[src/rtl/shift_sequencer.sv]
// Multicycle shifter for the ALU shift path: SLL or SRA of a 32-bit operand,
// walked down in shift-by-4 steps, then shift-by-1 steps, with a one-cycle ready pulse.
module shift_sequencer (
    input  logic        clock,
    input  logic        reset_n,
    input  logic        ctrl_shift,
    input  logic        ctrl_op,
    input  logic [4:0]  ctrl_shiftamt,
    input  logic [31:0] data_operand,
    output logic [31:0] data_result,
    output logic        data_resultRDY,
    output logic        busy
);

    typedef enum logic [0:0] {
        ST_IDLE  = 1'b0,
        ST_SHIFT = 1'b1
    } state_t;

    localparam logic OP_SRA = 1'b1;

    state_t      state_q, state_d;
    logic [31:0] acc_q, acc_d;
    logic [4:0]  rem_q, rem_d;
    logic        op_q, op_d;
    logic [31:0] result_q, result_d;
    logic        rdy_q, rdy_d;
    logic        busy_q, busy_d;

    function automatic logic [31:0] step4(input logic [31:0] a, input logic op);
        logic [31:0] r;
        if (op == OP_SRA) begin
            r = {{4{a[31]}}, a[31:4]};
        end else begin
            r = {a[27:0], 4'b0000};
        end
        return r;
    endfunction

    function automatic logic [31:0] step1(input logic [31:0] a, input logic op);
        logic [31:0] r;
        if (op == OP_SRA) begin
            r = {a[31], a[31:1]};
        end else begin
            r = {a[30:0], 1'b0};
        end
        return r;
    endfunction

    // Next-state logic: accept in IDLE, step and detect completion in SHIFT.
    always_comb begin
        state_d  = state_q;
        acc_d    = acc_q;
        rem_d    = rem_q;
        op_d     = op_q;
        result_d = result_q;
        rdy_d    = 1'b0;
        case (state_q)
            ST_IDLE: begin
                if (ctrl_shift) begin
                    acc_d   = data_operand;
                    rem_d   = ctrl_shiftamt;
                    op_d    = ctrl_op;
                    state_d = ST_SHIFT;
                end else begin
                    state_d = ST_IDLE;
                end
            end
            ST_SHIFT: begin
                if (rem_q >= 5'd4) begin
                    acc_d = step4(acc_q, op_q);
                    rem_d = rem_q - 5'd4;
                end else if (rem_q >= 5'd1) begin
                    acc_d = step1(acc_q, op_q);
                    rem_d = rem_q - 5'd1;
                end else begin
                    acc_d = acc_q;
                    rem_d = 5'd0;
                end
                // A zero amount completes on the first SHIFT edge with the operand unchanged.
                if (rem_d == 5'd0) begin
                    result_d = acc_d;
                    rdy_d    = 1'b1;
                    state_d  = ST_IDLE;
                end else begin
                    state_d  = ST_SHIFT;
                end
            end
            default: begin
                state_d = ST_IDLE;
            end
        endcase
        busy_d = (state_d == ST_SHIFT);
    end

    // State and output registers; reset discards any in-flight operation.
    always_ff @(posedge clock or negedge reset_n) begin
        if (!reset_n) begin
            state_q  <= ST_IDLE;
            acc_q    <= 32'h0000_0000;
            rem_q    <= 5'd0;
            op_q     <= 1'b0;
            result_q <= 32'h0000_0000;
            rdy_q    <= 1'b0;
            busy_q   <= 1'b0;
        end else begin
            state_q  <= state_d;
            acc_q    <= acc_d;
            rem_q    <= rem_d;
            op_q     <= op_d;
            result_q <= result_d;
            rdy_q    <= rdy_d;
            busy_q   <= busy_d;
        end
    end

    assign data_result    = result_q;
    assign data_resultRDY = rdy_q;
    assign busy           = busy_q;

endmodule

[config.mk]
export PLATFORM = sky130hd
export DESIGN_NAME = shift_sequencer
export DESIGN_NICKNAME = d
export VERILOG_FILES = /design/src/rtl/shift_sequencer.sv
export SDC_FILE = /design/constraint.sdc
export NUM_CORES = 1
export LEC_CHECK = 0
export BUFFER_PORTS_ARGS = -buffer_cell sky130_fd_sc_hd__buf_2
export CAP_MARGIN = 20
export CORE_MARGIN = 4
export CORE_UTILIZATION = 30
export CTS_CLUSTER_SIZE = 12
export DETAILED_ROUTE_END_ITERATION = 6
export PLACE_DENSITY = 0.53
export SLEW_MARGIN = 40
export SYNTH_ARGS = -nofsm -noshare
export SYNTH_HDL_FRONTEND = slang
export SYNTH_SLANG_ARGS = --single-unit
[constraint.sdc]
create_clock -name clock -period 3.4 [get_ports clock]
set_input_delay 0.51 -clock clock [delete_from_list [all_inputs] [get_ports clock]]
set_output_delay 0.51 -clock clock [all_outputs]
set_load 0.05 [all_outputs]
==> results.cfg <==
[sta]
tns_ps = 0
finalSetupViolations = 0
rsz0062_at_grt = false
maxSlewHeadroom_pct = 48.2
postLayoutSetupSlackWorst_ps = 268
fmax_mhz = 319
skew_ps = 6.65
holdWs_ps = 193
min_period_over_period_pct = 92.1
min_period_ps = 3130
worstMarginPinSlew_ps = 777
maxSlewViolCount = 0
hold_viol = 0

[floorplan]
start_util_pct = 30.7
coreArea_um2 = 15300
die_area_um2 = 17700
io_pins = 75
fp.dieH_um = 133
die_w_um = 133
std_cell_rows = 45

[clock_tree]
clk_latency_ps = 330
cts_tree = done
cts.reportedPaths.clkPinSlew_ps = 60
numCtsBuffers = 9
clockBufferDepth = 2
postCtsHoldBufs = 0
cts_root_buffer = clkbuf_16
htreeDepth = 3
cts_setup_buffers = 0
cts_resized = 0
clock-sinks = 72

[layout]
num_antenna_cells = 0
layout.nets = 555
drive_above_1_share_pct = 27.8
final_cells = 725
areaGrowthSynthToFinish_pct = 19.1
nFillCells = 1548

[yosys]
syn_area_um2 = 4690
avgSynthCellArea_um2 = 10.3
yosys-top-cells-area = dfrtp_1 (38%), mux2i_1 (18%), mux2_4 (9.0%)
yosys_warnings = 0
yosysUniqueCellTypes = 42
synth.most_common_cell = mux2i_1
ys_ff_latch = 72
seq_area_frac_synth_pct = 38.4
synth_top_area_cell = dfrtp_1
synth_top_area_share_pct = 38.4
synth_cells = 454
synth-main-ff-cell = dfrtp_1
synth-edff-count = 0
async_flop_share_pct = 100
syn-num-nets = 500
synth_common_cells = mux2i_1 (83), dfrtp_1 (72), a21oi_1 (61)

[pwr]
peakVddDrop_mv = 0.346
p_per_area_nw_per_um2 = 1230
leakagePower_nw = 2.74
fin_total_pwr_mw = 6.86

[drt]
drtPass1Iterations = 5
drt_iter0_drc = 284
routed_wl_um = 12600
route.vias.total = 3746
routedWlPerCell_um = 17.3
routed_via_density = 5.17
ant_nets = 0
drc = 0

[placed_design]
place_inst = 709
place.gp.congestion = 0.828
port_buffers = 74
hpwl_um = 8730
dp_slack_ps = 305

[grt]
antenna_found_initial = 0
first_global_vias = 3716
grtUsageTotal_pct = 14.4
grt_start_max_net_pins = 77
grt-ovfl-total = 0
grt_pass1_wl_um = 20700

[job]
cap_violations = 0

[hold_path]
holdCritPathClass = in -> async

[critical_path]
crit_type = reg -> reg
startpoint_type = register
cp_max_fo = 15
cp-end-kind = register
cp.arrival_ps = 3350
required_ps = 3610

[status]
status = finished clean
report_power, final:
group	internal (mW)	switching [mW]	leakage (nW)	total, mW
logic	1.69	2.29	1.72	3.98
registers	1.30	0.617	0.867	1.92
clock network	0.606	0.357	0.150	0.963
total	3.59	3.27	2.74	6.86
per-layer routing:
metal  track usage [%]  up-vias  wire length [um]
met4              3.64        0               150
li1                  -     1794                 -
met5                 0        -                 0
met1              20.8     1832              6100
met3              3.38        8               606
met2              21.7      112              5700
placed cells by master (no fill, tap or decap), types with 2 or more instances in the layout:
cell	instances
nand3_1	5
clkbuf_1	2
mux2_4	28
o22a_1	3
a221oi_1	4
a21o_1	29
ha_1	5
a41oi_1	2
mux2_2	5
dfrtp_2	2
clkbuf_8	2
nor3_1	3
a21oi_1	61
a211oi_1	29
nor2_1	33
buf_2	73
clkinv_2	2
buf_4	10
clkbuf_16	9
nor2b_1	3
nand2_1	11
inv_1	7
o31ai_1	4
o21ai_0	6
mux2i_1	83
buf_12	3
dfrtp_1	70
critical path: stages, from the launching register on:
cell and delay [ps]:
dfrtp_1 590, inv_1 120, ha_1 300, a211o_1 410, o211ai_1 240, and3_1 270, o2111ai_4 410, buf_4 360
mux2_4 300
final timing paths:
kind	startpoint	to	slack, ps	cells past startpoint
hold / removal	reset_n	acc_q[4]	190	1
setup / recovery	rem_q[2]	data_result[28]	270	8
max in group asynchronous	reset_n	busy	2710	1
hold reg to reg	data_result[7]	data_result[7]	500	1
min in group clock	ctrl_op	op_q	410	2
setup reg to reg	rem_q[2]	data_result[28]	270	8
final cells by class:
cell class | instances | area, um2 | area share [%]
Tap cell | 211 | 264 | 4.72
Multi-Input combinational cell | 332 | 2680 | 48.0
Inverter | 7 | 26.3 | 0.470
Clock buffer | 13 | 260 | 4.66
Sequential cell | 72 | 1800 | 32.3
Timing Repair Buffer | 87 | 512 | 9.16
Clock inverter | 3 | 40.0 | 0.717
registers in the layout, summed over array words and instances, names as in the netlist:
signal / flops
busy: 1
data_result: 32
acc_q: 32
rem_q: 5
data_resultRDY: 1
op_q: 1
cell families (layout without fill, tap and decap cells):
| group | count (synthesis) | count (layout) | synth area share, % |
|---|---|---|---|
| buf+inv | 50 | 110 | 4.75 |
| simple gates | 61 | 61 | 5.68 |
| flops | 72 | 72 | 38.4 |
| compound gates | 149 | 149 | 21.8 |
| fa+ha+maj | 5 | 5 | 1.33 |
| xor+xnor | 1 | 1 | 0.187 |
| mux | 116 | 116 | 27.9 |
through the flow:
stage                     utilization (%)  instance area (um2)
after global placement               34.6                 5280
final                                36.6                 5590
after floorplan                         -                 4690
after CTS                            36.6                 5590
after detailed placement             34.7                 5290
after global routing                 36.6                 5590
No activity file was read; power rests on OpenSTA's default activity.
